`src/rtl/fb_init_pkg.sv`:
```
// Shared encodings for the frame-buffer init sequencer: FSM states, fill patterns, mode width.
package fb_init_pkg;

    localparam int MODE_W = 2;

    typedef enum logic [2:0] {
        ST_HOLDOFF,
        ST_WAIT_RDY,
        ST_FILL,
        ST_SETTLE,
        ST_DONE
    } state_e;

    typedef enum logic [MODE_W-1:0] {
        PAT_SOLID,
        PAT_STRIPE,
        PAT_CHECKER,
        PAT_RAMP
    } pattern_e;

endpackage

```
`src/rtl/fb_pattern_gen.sv`:
```
// Test-pattern source: wrapping column/row/ramp counters that track the next fill address,
// plus the pattern mux. Config is captured on load so it stays fixed for a whole fill.
module fb_pattern_gen
    import fb_init_pkg::*;
#(
    parameter int ADDR_W = 18,
    parameter int DATA_W = 4,
    parameter int H_RES  = 640
) (
    input  logic              clk,
    input  logic              reset_n,
    input  logic              load_i,
    input  logic              advance_i,
    input  logic [MODE_W-1:0] mode_i,
    input  logic [DATA_W-1:0] color0_i,
    input  logic [DATA_W-1:0] color1_i,
    input  logic [2:0]        shift_i,
    output logic [DATA_W-1:0] data_o
);

    localparam int COL_W = (H_RES > 1) ? $clog2(H_RES) : 1;
    localparam logic [COL_W-1:0] COL_LAST = COL_W'(H_RES - 1);

    pattern_e          mode_q;
    logic [DATA_W-1:0] color0_q, color1_q;
    logic [2:0]        shift_q;
    logic [COL_W-1:0]  col_q, col_d;
    logic [ADDR_W-1:0] row_q, row_d;
    logic [DATA_W-1:0] ramp_q, ramp_d;
    logic              col_bit, row_bit;

    always_comb begin
        col_d  = col_q;
        row_d  = row_q;
        ramp_d = ramp_q;
        if (load_i) begin
            col_d  = '0;
            row_d  = '0;
            ramp_d = '0;
        end else if (advance_i) begin
            ramp_d = ramp_q + 1'b1;
            if (col_q == COL_LAST) begin
                col_d = '0;
                row_d = row_q + 1'b1;
            end else begin
                col_d = col_q + 1'b1;
            end
        end
    end

    // NOTE: registers use non-blocking assignments so every flop samples pre-edge values.
    always_ff @(posedge clk) begin
        if (!reset_n) begin
            mode_q   <= PAT_SOLID;
            color0_q <= '0;
            color1_q <= '0;
            shift_q  <= '0;
            col_q    <= '0;
            row_q    <= '0;
            ramp_q   <= '0;
        end else begin
            col_q  <= col_d;
            row_q  <= row_d;
            ramp_q <= ramp_d;
            if (load_i) begin
                mode_q   <= pattern_e'(mode_i);
                color0_q <= color0_i;
                color1_q <= color1_i;
                shift_q  <= shift_i;
            end
        end
    end

    // Bit 'shift' of the counter is bit 0 of (counter >> shift), zero once shifted past the top.
    assign col_bit = |(col_q & (COL_W'(1) << shift_q));
    assign row_bit = |(row_q & (ADDR_W'(1) << shift_q));

    // NOTE: data_o gets a default before the case so no path leaves it unassigned (no latch).
    always_comb begin
        data_o = color0_q;
        case (mode_q)
            PAT_STRIPE:  data_o = col_bit ? color1_q : color0_q;
            PAT_CHECKER: data_o = (col_bit ^ row_bit) ? color1_q : color0_q;
            PAT_RAMP:    data_o = ramp_q;
            default:     data_o = color0_q;
        endcase
    end

endmodule

```
`src/rtl/fb_init_sequencer.sv`:
```
// Frame-buffer initialiser: holds the buffer in reset, waits for ready, fills every address with
// a test pattern, settles, then raises done. Define FB_INIT_SEQ_BACKPRESSURE_EN to add wr_ready.
module fb_init_sequencer
    import fb_init_pkg::*;
#(
    parameter int ADDR_W  = 18,
    parameter int DATA_W  = 4,
    parameter int DEPTH   = 256000,
    parameter int H_RES   = 640,
    parameter int HOLDOFF = 8,
    parameter int SETTLE  = 32
) (
    input  logic              clk,
    input  logic              reset_n,
    input  logic              start,
    input  logic [MODE_W-1:0] mode,
    input  logic [DATA_W-1:0] color0,
    input  logic [DATA_W-1:0] color1,
    input  logic [2:0]        shift,
    input  logic              fb_ready,
`ifdef FB_INIT_SEQ_BACKPRESSURE_EN
    input  logic              wr_ready,
`endif
    output logic              fb_rst_n,
    output logic              wr_en,
    output logic [ADDR_W-1:0] wr_addr,
    output logic [DATA_W-1:0] wr_data,
    output logic              busy,
    output logic              done
);

    localparam int CNT_MAX = (HOLDOFF > SETTLE) ? HOLDOFF : SETTLE;
    localparam int CNT_W   = $clog2(CNT_MAX + 1);
    localparam logic [CNT_W-1:0]  HOLD_LAST   = CNT_W'(HOLDOFF - 1);
    localparam logic [CNT_W-1:0]  SETTLE_LAST = CNT_W'(SETTLE - 1);
    localparam logic [ADDR_W-1:0] LAST_ADDR   = ADDR_W'(DEPTH - 1);

    state_e            state_q, state_d;
    logic [CNT_W-1:0]  cnt_q, cnt_d;
    logic [ADDR_W-1:0] n_q, n_d;
    logic              wr_en_q, wr_en_d;
    logic [ADDR_W-1:0] wr_addr_q, wr_addr_d;
    logic [DATA_W-1:0] wr_data_q, wr_data_d;
    logic              fb_rst_n_q, fb_rst_n_d;
    logic              busy_q, done_q;
    logic              load, issue, pending;
    logic [DATA_W-1:0] pat_data;

    // A presented write that the sink has not yet taken must stay on the bus unchanged.
`ifdef FB_INIT_SEQ_BACKPRESSURE_EN
    assign pending = wr_en_q & ~wr_ready;
`else
    assign pending = 1'b0;
`endif

    fb_pattern_gen #(
        .ADDR_W (ADDR_W),
        .DATA_W (DATA_W),
        .H_RES  (H_RES)
    ) u_pattern (
        .clk       (clk),
        .reset_n   (reset_n),
        .load_i    (load),
        .advance_i (issue),
        .mode_i    (mode),
        .color0_i  (color0),
        .color1_i  (color1),
        .shift_i   (shift),
        .data_o    (pat_data)
    );

    always_comb begin
        state_d    = state_q;
        cnt_d      = cnt_q;
        n_d        = n_q;
        wr_en_d    = pending;
        wr_addr_d  = wr_addr_q;
        wr_data_d  = wr_data_q;
        fb_rst_n_d = fb_rst_n_q;
        load       = 1'b0;
        issue      = 1'b0;
        case (state_q)
            ST_HOLDOFF: begin
                if (cnt_q == HOLD_LAST) begin
                    state_d    = ST_WAIT_RDY;
                    cnt_d      = '0;
                    fb_rst_n_d = 1'b1;
                end else begin
                    cnt_d = cnt_q + 1'b1;
                end
            end
            ST_WAIT_RDY: begin
                if (fb_ready) begin
                    state_d = ST_FILL;
                    load    = 1'b1;
                    n_d     = '0;
                end
            end
            ST_FILL: begin
                if (fb_ready && !pending) begin
                    issue     = 1'b1;
                    wr_en_d   = 1'b1;
                    wr_addr_d = n_q;
                    wr_data_d = pat_data;
                    n_d       = n_q + 1'b1;
                    if (n_q == LAST_ADDR) begin
                        state_d = ST_SETTLE;
                        cnt_d   = '0;
                    end
                end
            end
            ST_SETTLE: begin
                // Settle time is measured from acceptance of the final write.
                if (!pending) begin
                    if (cnt_q == SETTLE_LAST) begin
                        state_d = ST_DONE;
                    end else begin
                        cnt_d = cnt_q + 1'b1;
                    end
                end
            end
            ST_DONE: begin
                if (start) begin
                    state_d = ST_FILL;
                    load    = 1'b1;
                    n_d     = '0;
                end
            end
            default: state_d = ST_HOLDOFF;
        endcase
    end

    always_ff @(posedge clk) begin
        if (!reset_n) begin
            state_q    <= ST_HOLDOFF;
            cnt_q      <= '0;
            n_q        <= '0;
            wr_en_q    <= 1'b0;
            wr_addr_q  <= '0;
            wr_data_q  <= '0;
            fb_rst_n_q <= 1'b0;
            busy_q     <= 1'b1;
            done_q     <= 1'b0;
        end else begin
            state_q    <= state_d;
            cnt_q      <= cnt_d;
            n_q        <= n_d;
            wr_en_q    <= wr_en_d;
            wr_addr_q  <= wr_addr_d;
            wr_data_q  <= wr_data_d;
            fb_rst_n_q <= fb_rst_n_d;
            busy_q     <= (state_d != ST_DONE);
            done_q     <= (state_d == ST_DONE);
        end
    end

    assign fb_rst_n = fb_rst_n_q;
    assign wr_en    = wr_en_q;
    assign wr_addr  = wr_addr_q;
    assign wr_data  = wr_data_q;
    assign busy     = busy_q;
    assign done     = done_q;

endmodule

```
`config.mk`:
```
export PLATFORM = sky130hd
export DESIGN_NAME = fb_init_sequencer
export DESIGN_NICKNAME = d
export VERILOG_FILES = /design/src/rtl/fb_init_pkg.sv /design/src/rtl/fb_pattern_gen.sv /design/src/rtl/fb_init_sequencer.sv
export SDC_FILE = /design/constraint.sdc
export NUM_CORES = 1
export LEC_CHECK = 0
export CAP_MARGIN = 25
export CELL_PAD_IN_SITES_DETAIL_PLACEMENT = 0
export CELL_PAD_IN_SITES_GLOBAL_PLACEMENT = 1
export CORE_ASPECT_RATIO = 1.4
export CORE_MARGIN = 8
export CORE_UTILIZATION = 43
export DETAILED_ROUTE_END_ITERATION = 7
export GPL_ROUTABILITY_DRIVEN = 0
export GPL_TIMING_DRIVEN = 0
export PLACE_DENSITY_LB_ADDON = 0.1
export SLEW_MARGIN = 20
export SYNTH_ARGS = -nofsm -noshare
export SYNTH_HDL_FRONTEND = slang
export SYNTH_SLANG_ARGS = --single-unit
```
`constraint.sdc`:
```
create_clock -name clk -period 2.4 [get_ports clk]
set_clock_uncertainty 0.15 [all_clocks]
set_input_delay 0.24 -clock clk [delete_from_list [all_inputs] [get_ports clk]]
set_output_delay 0.24 -clock clk [all_outputs]
set_load 0.02 [all_outputs]
```
==> impl_metrics.csv, run 1 <==
group,metric,value,unit
floorplanning,dieHeight,132.1,um
clocking,htreeDepth,3,
synthesis,synth_area_per_cell,8.582,sq um
synthesis,synthAdderAreaFrac,1.512,%
grt,grt_max_degree,16,
critical_path,end_kind,"flop",
synthesis,yosysUniqueCellTypes,51,
sta,fmax,0.4347,GHz
detailed_routing,wl_per_cell,14.83,um
sta,hold_violations,0,
sta,layout_setup_ws,0.09969,ns
finish,seq_area,1764,sq um
synthesis,synth_xor_area_share,6.957,%
clocking,clockRootBuffer,"clkbuf_16",
sta,maxSlewHeadroom,58.54,%
sta,maxSlewViolCount,0,
place,dp_hpwl,7.070,mm
power,peakVddDrop,439.3,uV
grt,track_usage,15.71,%
sta,finalSetupTns,0,ns
finish,multi_input_area,2287,sq um
floorplanning,coreArea,9407,sq um
grt,antenna_found_initial,0,
floorplanning,start_util,43.97,%
critical_path,path_buf_inv,2,
critical_path,critPathKind,"in -> reg",
sta,tightest_slew,0.6141,ns
synthesis,syn_nets,504,
grt,grt_pass1_vias,3355,
place,place_ws,-0.7251,ns
grt,grt_overflow_total,0,
synthesis,synth_area,4136,sq um
synthesis,synth-simple-area-share,26.35,%
sta,whs,0.3105,ns
critical_path,critical-path-max-stage-delay,0.64,ns
finish,drive_gt1_share,8.872,%
synthesis,synth.area.mux_share,6.806,%
status,status,"completed",
clocking,cts_buffers,9,
clocking,cts_sinks,88,
detailed_routing,ant_nets,0,
detailed_routing,drtIter0Drc,80,
critical_path,cp-start-kind,"primary input",
detailed_routing,wl,9.655,mm
finish,diodes,0,
clocking,clock_path_buffers,2,
finish,area_delta_synth_final,22.53,%
job,maxCapViolCount,0,
synthesis,yosysWarnings,0,
sta,finalCriticalPeriod,2.300,ns
clocking,insertion_delay,0.34,ns
finish,layout_common_cells,"dfxtp_1 (86), nand2_1 (72), nor2_1 (46), clkdlybuf4s50_1 (42), mux2i_1 (27)",
critical_path,cp_max_fo,8,
sta,setup_viol,0,
floorplanning,num_rows,42,
power,p_total,3085,uW
finish,final_util,53.88,%
power,power_density,608.6,nW/um^2
critical_path,crit_slowest_cell,"clkdlybuf4s50_1",
detailed_routing,drc,0,
sta,fin_crit_sh,95.85,%
floorplanning,ios,43,
critical_path,crit_family,"simple AND/OR/NAND/NOR gates",
clocking,cts_tree,"built",
floorplanning,dieArea,13060,sq um
critical_path,cp_cell_sequence,"clkdlybuf4s50_1 -> and2b_1 -> a21oi_2 -> or4_1 -> clkbuf_2 -> or3_1 -> a21oi_1",
clocking,cts.clk_slew.worst_paths,0.07,ns
detailed_routing,drt_pass1_iterations,4,
clocking,postCtsHoldBufs,0,
finish,final_common_cell,"dfxtp_1",
critical_path,cp.arrival,2.42,ns
synthesis,synth-compound-area-share,12.25,%
synthesis,netlist_instances,482,
sta,rsz0062_at_grt,"no",
detailed_routing,vias,3394,
synthesis,synth_top_family_by_area,"simple AND/OR/NAND/NOR gates",
synthesis,yosysSeqAreaShare,42.59,%
place,port_buffers,42,
synthesis,synth_seq_cells,88,
finish,nNetsFinal,558,
critical_path,required,2.52,ns
detailed_routing,vias_per_cell,5.214,
floorplanning,fp.dieW,98.89,um
power,leakage,0.001739,uW
min_path,min-delay-path-class,"reg -> reg",
grt,grt_pass1_wl,16.65,mm
finish,fillCellCount,873,
==> area by class of cell <==
| class | count | share of cell area, % |
|---|---|---|
| inverter | 6 | 0.4443 |
| sequential | 88 | 34.81 |
| clock buffer | 9 | 4.443 |
| clock inverter | 7 | 1.407 |
| buffer | 25 | 2.469 |
| tap | 110 | 2.715 |
| multi-input combinational | 362 | 45.12 |
| timing repair buffer | 44 | 8.590 |
==> layer usage <==
| metal | track usage, % | share of wire (%) | wire length, um |
|---|---|---|---|
| met1 | 18.33 | 46 | 4428 |
| met2 | 26.34 | 49 | 4721 |
| met3 | 4.334 | 3.5 | 341 |
| met4 | 6.170 | 1.7 | 165 |
| met5 | 0 | 0 | 0 |
==> sequential cells by signal, indices dropped and copies added (netlist names), 2 cells and up <==
register / cells
u_pattern.color0_q: 4
u_pattern.color1_q: 4
state_q: 3
wr_data: 4
n_q: 18
u_pattern.shift_q: 3
wr_addr: 18
cnt_q: 6
u_pattern.col_q: 10
u_pattern.mode_q: 2
u_pattern.ramp_q: 4
u_pattern.row_q: 8
==> kinds of logic (layout without fill, tap and decap cells) <==
logic type	after synthesis	after routing
DFF	88	88
AOI/OAI and AO/OA	76	76
buffers and inverters	32	91
muxes	28	28
adders and majority gates	5	5
and+or+nand+nor	221	221
xor gates and xnor gates	32	32
==> worst min-delay path, stage by stage, from the launching register on <==
cell,delay (ns)
dfxtp_1,0.31
nand2_1,0.05
a21boi_0,0.06
==> what timing repair did <==
item | in CTS | in global routing
endpoints found under the setup margin | 61 | 39
buffers inserted | 0 | 2
gates resized for setup | 8 | 9
pin swaps | 0 | 1
==> cells in the mapped netlist, drive strengths merged <==
cell type / count / area (sq um)
dfxtp: 88 / 1762
nand2: 72 / 270.3
nor2: 48 / 180.2
mux2i: 27 / 270.3
nand3: 26 / 130.1
a21boi: 25 / 187.7
o21ai: 20 / 100.1
clkbuf: 19 / 73.82
nor2b: 18 / 112.6
xor2: 18 / 165.2
a21oi: 16 / 87.59
xnor2: 14 / 122.6
nand4: 11 / 68.82
buf: 7 / 50.05
inv: 6 / 22.52
nand3b: 6 / 57.56
and2: 5 / 31.28
ha: 5 / 62.56
nor3: 5 / 25.02
and3: 4 / 25.02
nand2b: 4 / 25.02
or3: 4 / 25.02
and4: 3 / 26.28
nor3b: 3 / 22.52
a211oi: 2 / 27.53
a21o: 2 / 15.01
a22oi: 2 / 15.01
and2b: 2 / 15.01
nand4b: 2 / 17.52
nor4: 2 / 12.51
o21a: 2 / 15.01
or2: 2 / 12.51
or4: 2 / 15.01
a211o: 1 / 8.760
a22o: 1 / 8.760
a31oi: 1 / 6.260
a32o: 1 / 10.01
and3b: 1 / 8.760
mux2: 1 / 11.26
o2111ai: 1 / 8.760
o211ai: 1 / 7.510
o311ai: 1 / 8.760
or3b: 1 / 8.760
==> final timing paths <==
kind,from,endpoint,slack [ns],depth (start not counted)
worst max register to register,u_pattern.shift_q[1],wr_data[1],0.16,8
worst max-delay path,fb_ready,n_q[13],0.1,7
worst min-delay path,wr_addr[0],wr_addr[0],0.31,2
worst min register to register,wr_addr[0],wr_addr[0],0.31,2
==> where the power goes <==
part | internal [uW] | switching (uW)
logic | 86.7 | 107
clock network | 806 | 596
registers | 1480 | 13.6
total | 2370 | 717
==> per-stage QoR <==
step | std cells | cell area, sq um
6_report | 651 | 5069
3_5_place_dp | 634 | 4695
2_1_floorplan | 482 | 4136
3_3_place_gp | 634 | 4695
5_1_grt | 651 | 5069
4_1_cts | 650 | 5022
No activity file was read; power rests on OpenSTA's default activity.
==> run 2, diff against run 1 <==
- CELL_PAD_IN_SITES_DETAIL_PLACEMENT: 0 -> 1
- CORE_UTILIZATION: 43 -> 30
==> impl_metrics.csv, run 2 (synthesis results as in run 1) <==
group,metric,value,unit
finish,final_util,38.07,%
sta,maxSlewHeadroom,48.06,%
finish,final_common_cell,"dfxtp_1",
power,power_frac_comb,6.2,%
critical_path,rr_endpoint,"n_q[9]",
floorplanning,fp.dieW,115.2,um
floorplanning,coreArea,13720,sq um
power,leakage,0.001772,uW
status,status,"completed",
finish,area_delta_synth_final,26.26,%
grt,antenna_found_initial,0,
place,dp_hpwl,8.358,mm
detailed_routing,vias_per_cell,4.860,
sta,tightest_slew,0.7720,ns
place,port_buffers,42,
detailed_routing,wl_per_cell,15.77,um
critical_path,crit_family,"simple AND/OR/NAND/NOR gates",
critical_path,endpoint,"n_q[9]",
power,seq_power_share,46.3,%
sta,maxSlewViolCount,0,
clocking,insertion_delay,0.34,ns
clocking,htreeDepth,3,
critical_path,cp.arrival,2.38,ns
critical_path,path_common_cell,"a21oi_2",
clocking,cts_sinks,88,
critical_path,end_kind,"flop",
critical_path,cp-start-kind,"flop",
detailed_routing,ant_nets,0,
critical_path,critPathKind,"reg -> reg",
detailed_routing,wl,11.48,mm
grt,grt_max_degree,15,
finish,nNetsFinal,560,
clocking,postCtsHoldBufs,0,
sta,setup_viol,0,
grt,grt_pass1_vias,3739,
critical_path,cp_cell_sequence,"buf_6 -> nand3b_4 -> a21oi_2 -> a21oi_2 -> or4_4 -> buf_4 -> or3_1 -> a21oi_1",
floorplanning,num_rows,51,
clocking,cts_buffers,9,
clocking,cts_tree,"built",
sta,hold_violations,0,
clocking,clockRootBuffer,"clkbuf_16",
critical_path,rr_startpoint,"state_q[1]",
critical_path,reg2reg_depth,8,
power,power.switching,718.1,uW
power,pwr-share-clk,47.5,%
critical_path,crit_slowest_cell,"or4_4",
critical_path,rrSetupSlack,0.14,ns
critical_path,critical-path-max-stage-delay,0.49,ns
min_path,min-delay-path-class,"reg -> reg",
critical_path,critPathLaunch,"state_q[1]",
grt,track_usage,13.72,%
floorplanning,start_util,30.15,%
sta,finalCriticalPeriod,2.259,ns
detailed_routing,drc,0,
power,peakVddDrop,272.8,uV
power,p_total,3216,uW
clocking,cts.clk_slew.worst_paths,0.06,ns
floorplanning,dieArea,17850,sq um
grt,grt_pass1_wl,19.42,mm
finish,layout_common_cells,"dfxtp_1 (87), nand2_1 (72), nor2_1 (46), clkdlybuf4s50_1 (41), mux2i_1 (27)",
power,p_int,2498,uW
job,maxCapViolCount,0,
critical_path,path_buf_inv,2,
critical_path,required,2.52,ns
power,power_density,615.8,nW/um^2
detailed_routing,drt_pass1_iterations,4,
detailed_routing,drtIter0Drc,70,
finish,diodes,0,
sta,fin_crit_sh,94.13,%
floorplanning,ios,43,
clocking,clock_path_buffers,2,
sta,rsz0062_at_grt,"no",
grt,grt_overflow_total,0,
critical_path,cp_max_fo,10,
sta,fmax,0.4427,GHz
finish,drive_gt1_share,9.761,%
sta,whs,0.3195,ns
detailed_routing,vias,3538,
power,switching_share,22.33,%
critical_path,path_depth,8,
finish,fillCellCount,1626,
floorplanning,dieHeight,154.9,um
run 2: what timing repair did:
item / 4_1_cts / 5_1_grt
setup buffers: 0 / 3
pin swaps: 0 / 4
endpoints found under the hold margin: 0 / 0
resized for setup: 13 / 14
endpoints found under the setup margin: 71 / 20
run 2: routing by layer:
metal / global-route usage (%) / up-vias / part of all wire (%)
met2: 24.78 / 32 / 52
met1: 15.47 / 1736 / 44
li1: - / 1757 / -
met3: 2.638 / 13 / 2.3
met4: 4.962 / 0 / 1.5
met5: 0 / - / 0
run 2: power by group through the flow:
stage / Combinational (uW) / Clock, uW / Sequential [uW]
global placement: 190 / 0 / 1520
CTS: 200 / 1570 / 1490
finish: 199 / 1530 / 1490
floorplan: 114 / 0 / 1520
detailed placement: 193 / 0 / 1520
global route: 221 / 1640 / 1490
run 2: how the worst min path moves through the flow:
stage,start,endpoint,slack (ns),depth (start not counted)
2_1_floorplan,color0[0],u_pattern.color0_q[0],0.26,2
3_3_place_gp,wr_addr[4],wr_addr[4],0.31,2
3_5_place_dp,wr_addr[4],wr_addr[4],0.31,2
4_1_cts,wr_addr[4],wr_addr[4],0.32,2
5_1_grt,wr_addr[0],wr_addr[0],0.35,2
6_report,wr_addr[4],wr_addr[4],0.32,2
run 2: worst register-to-register path, cell delays in order, from the launching register on:
cell and delay (ns):
dfxtp_1 0.35, buf_6 0.17, nand3b_4 0.10, a21oi_2 0.16
a21oi_2 0.09, or4_4 0.50, buf_4 0.18, or3_1 0.35
a21oi_1 0.13
run 2: area by class of cell:
cell class / instances / area [sq um] / share of cell area, %
Multi-Input combinational cell: 362 / 2306 / 44.15
Sequential cell: 88 / 1763 / 33.76
Timing Repair Buffer: 45 / 441.7 / 8.457
Clock buffer: 10 / 239.0 / 4.576
Tap cell: 185 / 231.5 / 4.432
Buffer: 26 / 136.4 / 2.611
Clock inverter: 6 / 82.58 / 1.581
Inverter: 6 / 22.52 / 0.4312
run 2: through the flow:
step	setup TNS [ns]	cell area [sq um]	std cells	worst slack (ns)
floorplan	0	4136	482	0.3336
global placement	-47.64	4788	709	-0.9109
detailed placement	-48.50	4788	709	-0.9261
CTS	-0.008036	5155	725	-0.008036
global route	0	5223	728	0.01739
finish	0	5223	728	0.1410
